### src/rtl/calc_keyin.sv
// calc_keyin: operand-entry front end of the calculator datapath.
// Synchronizes and debounces a raw push-button level, turns each accepted
// press into a single-cycle key event, and runs the operand-entry state
// machine that feeds the downstream subtractor.
//
// Ports:
//   CLK        in   system clock, rising edge
//   RST_N      in   asynchronous active-low reset
//   KEY_PRESS  in   raw button level (asynchronous to CLK), active-high
//   KEY_IN     in   key code: 0-9 digit, A minus, B equals, C clear, D-F invalid
//   A_DATA     out  operand A (minuend)
//   B_DATA     out  operand B (subtrahend)
//   CALC_VALID out  high while the result is to be shown
//   DISP_SEL   out  display source: 00 A, 01 B, 10 result
//   ERR        out  one-cycle pulse after a rejected key
module calc_keyin #(
  parameter int DEB_CYCLES = 4
) (
  input  logic       CLK,
  input  logic       RST_N,
  input  logic       KEY_PRESS,
  input  logic [3:0] KEY_IN,
  output logic [3:0] A_DATA,
  output logic [3:0] B_DATA,
  output logic       CALC_VALID,
  output logic [1:0] DISP_SEL,
  output logic       ERR
);

  localparam logic [1:0] S_A   = 2'b00;
  localparam logic [1:0] S_B   = 2'b01;
  localparam logic [1:0] S_RES = 2'b10;

  localparam logic [3:0] K_MINUS  = 4'hA;
  localparam logic [3:0] K_EQUALS = 4'hB;
  localparam logic [3:0] K_CLEAR  = 4'hC;

  localparam logic [7:0] DEB_MAX = 8'(DEB_CYCLES - 1);

  logic       r_sync1, r_sync2;
  logic       r_db, r_db_d;
  logic [7:0] r_cnt;
  logic [1:0] r_state;
  logic [3:0] r_a_data, r_b_data;
  logic       r_a_ent, r_b_ent;
  logic       r_calc_valid;
  logic       r_err;

  logic       w_kev;
  logic       w_digit;
  logic [1:0] w_state_nxt;
  logic [3:0] w_a_nxt, w_b_nxt;
  logic       w_a_ent_nxt, w_b_ent_nxt;
  logic       w_err_nxt;

  // Two-flop synchronizer for the asynchronous button level.
  always_ff @(posedge CLK or negedge RST_N) begin
    if (!RST_N) begin
      r_sync1 <= 1'b0;
      r_sync2 <= 1'b0;
    end else begin
      r_sync1 <= KEY_PRESS;
      r_sync2 <= r_sync1;
    end
  end

  // Debouncer: the level must disagree for DEB_CYCLES consecutive cycles
  // before the debounced level follows it; any agreement restarts the count.
  always_ff @(posedge CLK or negedge RST_N) begin
    if (!RST_N) begin
      r_db   <= 1'b0;
      r_db_d <= 1'b0;
      r_cnt  <= 8'd0;
    end else begin
      r_db_d <= r_db;
      if (r_sync2 == r_db) begin
        r_cnt <= 8'd0;
      end else if (r_cnt == DEB_MAX) begin
        r_db  <= r_sync2;
        r_cnt <= 8'd0;
      end else begin
        r_cnt <= r_cnt + 8'd1;
      end
    end
  end

  // Rising edge of the debounced level: one event per accepted press.
  assign w_kev   = r_db & ~r_db_d;
  assign w_digit = (KEY_IN <= 4'd9);

  always_comb begin
    w_state_nxt = r_state;
    w_a_nxt     = r_a_data;
    w_b_nxt     = r_b_data;
    w_a_ent_nxt = r_a_ent;
    w_b_ent_nxt = r_b_ent;
    w_err_nxt   = 1'b0;
    if (w_kev) begin
      if (KEY_IN == K_CLEAR) begin
        w_state_nxt = S_A;
        w_a_nxt     = 4'd0;
        w_b_nxt     = 4'd0;
        w_a_ent_nxt = 1'b0;
        w_b_ent_nxt = 1'b0;
      end else if (KEY_IN > K_CLEAR) begin
        w_err_nxt = 1'b1;
      end else begin
        case (r_state)
          S_A: begin
            if (w_digit) begin
              w_a_nxt     = KEY_IN;
              w_a_ent_nxt = 1'b1;
            end else if (KEY_IN == K_MINUS) begin
              w_b_nxt     = 4'd0;
              w_b_ent_nxt = 1'b0;
              w_state_nxt = S_B;
            end else begin
              w_err_nxt = 1'b1;
            end
          end
          S_B: begin
            if (w_digit) begin
              w_b_nxt     = KEY_IN;
              w_b_ent_nxt = 1'b1;
            end else if (KEY_IN == K_EQUALS && r_b_ent) begin
              w_state_nxt = S_RES;
            end else begin
              w_err_nxt = 1'b1;
            end
          end
          S_RES: begin
            // A digit starts a fresh calculation with B cleared.
            if (w_digit) begin
              w_a_nxt     = KEY_IN;
              w_a_ent_nxt = 1'b1;
              w_b_nxt     = 4'd0;
              w_b_ent_nxt = 1'b0;
              w_state_nxt = S_A;
            end else if (KEY_IN == K_MINUS) begin
              w_err_nxt = 1'b1;
            end
          end
          default: w_state_nxt = S_A;
        endcase
      end
    end
  end

  always_ff @(posedge CLK or negedge RST_N) begin
    if (!RST_N) begin
      r_state      <= S_A;
      r_a_data     <= 4'd0;
      r_b_data     <= 4'd0;
      r_a_ent      <= 1'b0;
      r_b_ent      <= 1'b0;
      r_calc_valid <= 1'b0;
      r_err        <= 1'b0;
    end else begin
      r_state      <= w_state_nxt;
      r_a_data     <= w_a_nxt;
      r_b_data     <= w_b_nxt;
      r_a_ent      <= w_a_ent_nxt;
      r_b_ent      <= w_b_ent_nxt;
      r_calc_valid <= (w_state_nxt == S_RES);
      r_err        <= w_err_nxt;
    end
  end

  assign A_DATA     = r_a_data;
  assign B_DATA     = r_b_data;
  assign CALC_VALID = r_calc_valid;
  assign DISP_SEL   = r_state;
  assign ERR        = r_err;

endmodule

### config.mk
export PLATFORM = sky130hd
export DESIGN_NAME = calc_keyin
export DESIGN_NICKNAME = d
export VERILOG_FILES = /design/src/rtl/calc_keyin.sv
export SDC_FILE = /design/constraint.sdc
export NUM_CORES = 1
export LEC_CHECK = 0
export BUFFER_PORTS_ARGS = -buffer_cell sky130_fd_sc_hd__buf_2
export CAP_MARGIN = 40
export CORE_ASPECT_RATIO = 0.8
export CORE_MARGIN = 2
export CORE_UTILIZATION = 50
export DETAILED_ROUTE_END_ITERATION = 16
export PLACE_DENSITY = 0.8
export SYNTH_ARGS = -nofsm -noshare
export SYNTH_HDL_FRONTEND = slang
export SYNTH_SLANG_ARGS = --single-unit
export TNS_END_PERCENT = 1
### constraint.sdc
create_clock -name CLK -period 1.7 [get_ports CLK]
set_input_delay 0.085 -clock CLK [delete_from_list [all_inputs] [get_ports CLK]]
set_output_delay 0.085 -clock CLK [all_outputs]
set_load 0.03 [all_outputs]
==> results.env, run 1 <==
RUN_STATUS='finished with violations'
FAILED_CHECKS='setup timing'
CRITICAL_PATH_END_TYPE='register'
TOTALNEGATIVESETUPSLACK_NS=-0.0147
REPORTED_NET_SWITCHING_POWER_mW=1.02
ANTENNA-DIODE-COUNT=0
POWER_DENSITY_nW_PER_UM2=1460
SYNTHFLOPTYPE='dfrtp_1'
PLACE.GP.CONGESTION=0.894
NUMCTSBUFFERS=3
COUNT_OF_FLIP_FLOPS_WITH_A_BUILT_IN_ENABLE_AFTER_SYNTHESIS=0
HOLD_PATH_STARTPOINT='KEY_IN[3]'
IO_BUFFERS=18
POST_SYNTH_MAIN_AREA_CONTRIBUTORS='dfrtp_1 (46%), ha_1 (4.6%), xor2_1 (3.9%)'
CTSHTREEMAXLEVEL=1
GRT_PASS1_WL_UM=4530
MAX_FREQ_MHz=585
CORE.ROWCOUNT=16
FINAL_CORE_UTILIZATION_PCT=63.7
FINCLKSKEW_NS=0.00789
CLOCK-ROOT-BUFFER='clkbuf_4'
CTSLONGESTPATHBUFFERS=2
WORSTPATHARRIVAL_NS=1.93
START_UTIL_PCT=54.2
IRDROPWORSTVDD_mV=1.02
REQUIRED_NS=1.92
WORSTREG2REGSTART='DISP_SEL[1]'
P_CLK_SHARE_PCT=11.5
HOLD_PATH_CLASS='input pin to register'
SYN_AREA_PER_CELL_UM2=10.6
POSTCTSSETUPBUFFERS=0
CELL_COUNT_FINAL_FILLERS_OUT=189
REMAINING_DRCS=0
CLOCK_SINK_COUNT=25
DRIVE_ABOVE_1_SHARE_PCT=34.0
SLOWEST_DELAY_NS=0.47
FINAL_PERIOD_MINUS_WORST_SETUP_SLACK_NS=1.71
SYNTHTOLAYOUTAREAGROWTH_PCT=17.5
SYNTH.FF_LATCH_COUNT=25
POWER_REPORT.INTERNAL_TOTAL_mW=1.30
TIMING.CRITICAL_PATH.FANOUT_MAX=4
YOSYSTOPAREACELLSHARE_PCT=46.2
SETUP-VIOLATIONS-FINAL=2
FIRST_PASS_DRT_ITERATIONS=4
SEQPWRFRAC_PCT=39.3
RSZ_0062_RAISED_AFTER_GLOBAL_ROUTING='yes'
NUMBER_OF_FILLER_CELLS_PLACED_IN_THE_LAYOUT=193
POSTSYNTHNETCOUNT=140
SWITCHING_SHARE_PCT=43.9
P_LEAK_nW=0.752
CRITPATHTOPFAMILY='compound AO/OA/AOI/OAI gates'
ASYNC_RESET_FF_SHARE_PCT=100
GRT_ANTENNA_BEFORE_REPAIR=0
HOLD_VIOLATIONS=0
GROUTE.USAGE.OVERALL_PCT=18.0
CRITICAL_PATH_BUF_INV_COUNT=1
CLKLATENCYLATEPIN_NS=0.32
PRE_CTS_WS_NS=-0.0330
COMBPWRFRAC_PCT=49.2
WORST_SETUP_HOLD_PATH_CLK_SLEW_NS=0.14
MAPPEDNETLISTAREA_UM2=1360
TIMING_WORST_SLEW_PIN_VALUE_NS=0.533
SEQ_AREA_UM2=628
SYNTH_COMMON_CELLS='dfrtp_1 (25), nand2_1 (12), nor2_1 (11)'
FINALHOLDWORSTSLACK_NS=0.126
CRITPATHLAUNCH='DISP_SEL[1]'
DRT_WL_TOTAL_UM=2640
DPL.CELL_COUNT=183
SYNTH.DISTINCT_CELLS=39
DRT_ITER0_DRC=20
SETUP_WS_NS=-0.0102
CRITPATHKIND='register to register'
ANT_NETS=0
DIE_Y_UM=50.6
FLOORPLAN.DIE.WIDTH_UM=62.2
TIMING.CRITICAL_PATH.CELLS='inv_4, ha_4, nand3b_1, a21o_1, a211oi_4, mux2_4'
POST-SYNTH-TOP-AREA-CELL='dfrtp_1'
GRT_START_MAX_NET_PINS=26
YOSYSMOSTFREQUENTCELL='dfrtp_1'
FINALNETCOUNT=166
REPORT.FINAL.SLEW_VIOL_COUNT=0
GRT_OVERFLOW_TOTAL=0
DETAILEDPLACEMENTHPWL_UM=1940
NUMBER_OF_CELLS_PRODUCED_BY_SYNTHESIS=128
WORSTSETUPSTARTPOINTTYPE='register'
POST_DRT_WL_PER_CELL_UM=14.0
MULTIINPUTGATEAREA_UM2=698
SYNTH_WARNINGS=0
VIA_COUNT=1016
FIN_CRIT_SH_PCT=101
FLOORPLAN.DIE_AREA_UM2=3150
VIA_COUNT_NORMALIZED_BY_INSTANCE_COUNT=5.38
IO_PINS=19
TRITONCTS='built'
WORST_SLEW_MARGIN_RELATIVE_TO_ITS_LIMIT_PCT=64.5
YS_SEQ_AREA_SHARE_PCT=46.2
CORE_REGION_AREA_UM2=2500
CRITPATHSLOWESTCELL='dfrtp_2'
GRT_PASS1_VIAS=971
NUMBER_OF_MAXIMUM_CAPACITANCE_CONSTRAINT_VIOLATIONS=0
## stage by stage
step           power, mW  area [µm²]
2_1_floorplan       1.69        1380
3_3_place_gp        1.96        1510
3_5_place_dp        1.99        1510
4_1_cts             2.29        1570
5_1_grt             2.48        1590
6_report            2.32        1590
## power by group through the flow
stage	Clock [mW]	Sequential [mW]	Combinational, mW
6_report	0.267	0.911	1.14
5_1_grt	0.309	0.935	1.23
4_1_cts	0.277	0.908	1.11
3_5_place_dp	0	0.919	1.08
3_3_place_gp	0	0.899	1.06
2_1_floorplan	0	1.15	0.539
## kinds of logic after synthesis
group	after synthesis	synth area share (%)
XOR/XNOR	7	4.52
adder cells (fa/ha/maj)	5	4.62
multiplexers	8	6.56
AO/OA/AOI/OAI	25	15.4
flip-flops	25	46.2
buffers and inverters	13	5.35
AND/OR/NAND/NOR	45	17.4
## layout make-up
type	count	area share, %
Clock buffer	3	1.41
Clock inverter	1	0.471
Inverter	8	2.04
Multi-Input combinational cell	90	43.8
Sequential cell	25	39.4
Tap cell	36	2.83
Timing Repair Buffer	26	9.98
## final timing paths
path,end,slack [ns],cells after the start
setup reg to reg,r_b_ent,-0.01,6
hold / removal,B_DATA[3],0.13,3
hold reg to reg,r_sync2,0.37,0
max in group asynchronous,DISP_SEL[1],1.05,2
setup / recovery,r_b_ent,-0.01,6
min in group asynchronous,r_cnt[7],0.26,2
## routing by layer
metal,routed length [µm],track usage [%],vias up
li1,-,-,496
met1,1270,25.5,476
met2,1170,28.6,40
met3,166,5.38,4
met4,33,1.85,0
met5,0,0,-
## state kept, by name (all words and copies together), names as in the netlist
signal,count
r_cnt,8
A_DATA,4
B_DATA,4
DISP_SEL,2
CALC_VALID,1
ERR,1
r_b_ent,1
r_db,1
r_db_d,1
r_sync1,1
r_sync2,1
## repair_timing
item,in CTS,in global routing
endpoints found under the hold margin,26,0
gates resized for setup,4,8
setup endpoints to repair,7,17
hold buffers,2,0
pin swaps,3,0
## placed cells by master (no fill, tap or decap), types with 4 or more instances in the layout
master	synthesis	layout
dfrtp_1	25	23
buf_2	1	18
nor2_1	11	11
nand2_1	12	10
xor2_1	6	6
nand3_1	6	6
inv_1	8	5
a21oi_1	6	5
buf_4	2	5
mux2i_1	4	4
## tightest hold or removal path, cell delays in order
cell and delay [ns]:
buf_2 0.18, nand2_1 0.08, mux2i_1 0.06
No activity file was read; power rests on OpenSTA's default activity.
==> run 2, diff against run 1 <==
ABC_AREA = 1   (was default)
CTS_CLUSTER_DIAMETER = 200   (was default)
==> results.env, run 2 <==
DETAILEDPLACEMENTHPWL_UM=1920  # -0.83%
ANT_NETS=0  # unchanged
SYNTH.DISTINCT_CELLS=23  # -41%
WORSTSETUPSTARTPOINTTYPE='register'
REG2REG_DEPTH=8  # +2
MAX_FLOP_REGISTER='r_cnt'
YS_SEQ_AREA_SHARE_PCT=46.3  # +0.13 points
FINAL_PERIOD_MINUS_WORST_SETUP_SLACK_NS=1.54  # -0.169 ns
HOLD_PATH_STARTPOINT='KEY_IN[0]'
REPORT.FINAL.SLEW_VIOL_COUNT=0  # unchanged
CTSLONGESTPATHBUFFERS=2  # unchanged
TOTALNEGATIVESETUPSLACK_NS=0  # +0.0147 ns
MAPPEDNETLISTAREA_UM2=1350  # -0.28%
GRT.MET3_USAGE_PCT=5.83  # +0.45 points
FLOORPLAN.DIE.WIDTH_UM=62.1  # -0.14%
FIN_CRIT_SH_PCT=90.7  # -9.9 points
COUNT_OF_FLIP_FLOPS_WITH_A_BUILT_IN_ENABLE_AFTER_SYNTHESIS=0  # unchanged
SYNTH_COMMON_CELLS='nand2_1 (43), dfrtp_1 (25), nor2_1 (19)'
CRITPATHKIND='register to register'
GRT_PASS1_VIAS=1063  # +9.5%
CTSHTREEMAXLEVEL=1  # unchanged
NUMCTSBUFFERS=3  # unchanged
NUMBER_OF_FILLER_CELLS_PLACED_IN_THE_LAYOUT=218  # +13%
REMAINING_DRCS=0  # unchanged
POST_SYNTH_MAIN_AREA_CONTRIBUTORS='dfrtp_1 (46%), nand2_1 (12%), nor2_1 (5.3%)'
WORSTPATHARRIVAL_NS=1.75  # -0.18 ns
IO_PINS=19  # unchanged
LEADING_CELL_TYPES_IN_THE_LAYOUT_FILL_AND_TAPS_EXCLUDED='nand2_1 (43), dfrtp_1 (25), nor2_1 (18), buf_2 (18), inv_1 (14)'
MET2_USAGE_PCT=29.5  # +0.91 points
POSTCTSSETUPBUFFERS=0  # unchanged
HOLD_PATH_CLASS='input pin to register'
TIMING.CRITICAL_PATH.MODE_CELL='nand2_1'
FLOORPLAN.DIE_AREA_UM2=3140  # -0.26%
TOP_USAGE_LAYER='met2'
CRITICAL_PATH_BUF_INV_COUNT=1  # unchanged
SETUP-VIOLATIONS-FINAL=0  # -2
DRIVE_ABOVE_1_SHARE_PCT=23.5  # -10 points
IRDROPWORSTVDD_mV=0.730  # -29%
POST-SYNTH-TOP-AREA-CELL='dfrtp_1'
SYNTHFLOPTYPE='dfrtp_1'
SYNTHTOLAYOUTAREAGROWTH_PCT=13.8
POSTSYNTHNETCOUNT=175  # +25%
SLOWEST_DELAY_NS=0.44  # -0.03 ns
FF2FF_SETUP_SLACK_NS=0.16  # +0.17 ns
DRT_WL_TOTAL_UM=2510  # -4.9%
CRITICAL_PATH.ENDPOINT='B_DATA[0]'
PATH_DEPTH=8  # +2
POWER_DENSITY_nW_PER_UM2=1400  # -3.5%
REQUIRED_NS=1.91  # about the same
NUMBER_OF_CELLS_PRODUCED_BY_SYNTHESIS=163  # +27%
SYN_AREA_PER_CELL_UM2=8.29  # -22%
WORSTREG2REGSTART='DISP_SEL[0]'
SYNTH.FF_LATCH_COUNT=25  # unchanged
FINAL_COMMON_CELL='nand2_1'
GROUTE.USAGE.OVERALL_PCT=17.6  # -0.41 points
WORST_SETUP_HOLD_PATH_CLK_SLEW_NS=0.12  # -0.02 ns
NUMBER_OF_MAXIMUM_CAPACITANCE_CONSTRAINT_VIOLATIONS=0  # unchanged
CORE.ROWCOUNT=16  # unchanged
TIMING.CRITICAL_PATH.FANOUT_MAX=7  # +3
CLOCK_SINK_COUNT=25  # unchanged
START_UTIL_PCT=54.0  # -0.15 points
VIA_COUNT=1104  # +8.7%
DRT_ITER0_DRC=49  # +150%
CLOCK-ROOT-BUFFER='clkbuf_4'
CRITPATHSLOWESTCELL='dfrtp_1'
FINALNETCOUNT=200  # +20%
GRT_OVERFLOW_TOTAL=0  # unchanged
YOSYSMOSTFREQUENTCELL='nand2_1'
TIMING_WORST_SLEW_PIN_VALUE_NS=0.541  # +0.00828 ns
TIMING.CRITICAL_PATH.CELLS='inv_1, ha_1, nand3_1, nand2_1, nor2_4, nand2_4, nand2_1, nand2_1'
GRT_ANTENNA_BEFORE_REPAIR=0  # unchanged
TRITONCTS='built'
POST_DRT_WL_PER_CELL_UM=11.3  # -19%
ASYNC_RESET_FF_SHARE_PCT=100  # unchanged
WORST_SLEW_MARGIN_RELATIVE_TO_ITS_LIMIT_PCT=63.9  # -0.55 points
IO_BUFFERS=18  # unchanged
GRT_PASS1_WL_UM=4470  # -1.2%
GRT_START_MAX_NET_PINS=26  # unchanged
CLKLATENCYLATEPIN_NS=0.31  # about the same
MAX_FREQ_MHz=649  # +11%
VIA_COUNT_NORMALIZED_BY_INSTANCE_COUNT=4.95  # -7.9%
HOLD_VIOLATIONS=0  # unchanged
RUN_STATUS='completed'
DIE_Y_UM=50.5  # -0.12%
CRITPATHTOPFAMILY='simple AND/OR/NAND/NOR gates'
FIRST_PASS_DRT_ITERATIONS=4  # unchanged
FINCLKSKEW_NS=0.000669  # -0.00722 ns
TOTAL_POWER_mW=2.16  # -6.8%
CORE_REGION_AREA_UM2=2500  # unchanged
YOSYSTOPAREACELLSHARE_PCT=46.3  # +0.13 points
LARGEST_REGISTER_FF_COUNT=8  # unchanged
ANTENNA-DIODE-COUNT=0  # unchanged
RSZ_0062_RAISED_AFTER_GLOBAL_ROUTING='no'
SYNTH_WARNINGS=0  # unchanged
R2R_END='B_DATA[0]'
CRITPATHLAUNCH='DISP_SEL[0]'
CRITICAL_PATH_END_TYPE='register'
P_LEAK_nW=0.810  # +7.7%
PLACE.GP.CONGESTION=0.965  # +7.9%
GRT_USE_MET1_PCT=22.8  # -2.7 points
run 2: cell types whose count changed after synthesis, sizes merged, moves of 3 or more:
cell,before,now
o21ai,4,8
nand2b,3,0
a211oi,3,0
xor2,6,2
nand3,6,13
buf,5,0
nand2,12,49
nor2,11,27
and3,3,0
mux2,4,0
inv,8,18
a21o,3,0
mux2i,4,0
run 2: report_power, final:
group | internal [mW] | switching [mW]
logic | 0.334 | 0.730
clock network | 0.0916 | 0.155
registers | 0.746 | 0.104
total | 1.17 | 0.988
run 2: worst min-delay path by stage:
| stage | to | cells after the start |
|---|---|---|
| finish | A_DATA[0] | 3 |
| global route | A_DATA[0] | 3 |
| CTS | A_DATA[0] | 3 |
| detailed placement | CALC_VALID | 1 |
| global placement | DISP_SEL[0] | 1 |
| floorplan | A_DATA[0] | 0 |
run 2: what timing repair did:
item	in CTS	in global routing
gates resized for setup	0	2
endpoints found under the setup margin	0	7
endpoints found under the hold margin	26	0
hold buffers	2	0
run 2: kinds of logic (layout without fill, tap and decap cells):
logic type,count (synthesis),after routing,share of synthesized area (%)
fa+ha+maj,5,5,4.63
flops,25,25,46.3
simple gates,95,95,35.1
compound gates,16,16,6.39
xor+xnor,3,3,1.94
buf+inv,19,43,5.65
run 2: layout make-up:
type / count / area (µm²) / share of cell area (%)
repair buffers: 20 / 110 / 7.16
multi-input cells: 119 / 654 / 42.6
clock buffers: 4 / 26.3 / 1.71
well taps: 36 / 45.0 / 2.93
inverters: 19 / 76.3 / 4.96
flip-flops and latches: 25 / 626 / 40.7
run 2: through the flow:
step	utilization, %	std cells	instance area (µm²)	setup WS (ns)	hold slack [ns]
after floorplan	-	163	1350	0.0976	-0.211
after global routing	61.5	223	1540	0.0210	0.0801
after global placement	59.4	217	1490	0.261	0.0924
after CTS	61.3	223	1530	0.146	0.0695
after detailed placement	59.4	217	1490	0.178	0.0971
final	61.5	223	1540	0.159	0.0760
run 2: worst register-to-register path, delay by kind of cell, from the launching register on:
family / cells / cell delay (ns)
fa+ha+maj: 1 / 0.30
buf+inv: 1 / 0.11
flops: 1 / 0.44
simple gates: 6 / 0.60
run 2: metal layers:
layer | wire, µm | vias to the layer above | part of all wire [%]
met1 | 1200 | 497 | 48
met4 | 14 | 0 | 0.56
li1 | - | 567 | -
met5 | 0 | - | 0
met2 | 1120 | 38 | 45
met3 | 177 | 2 | 7.1
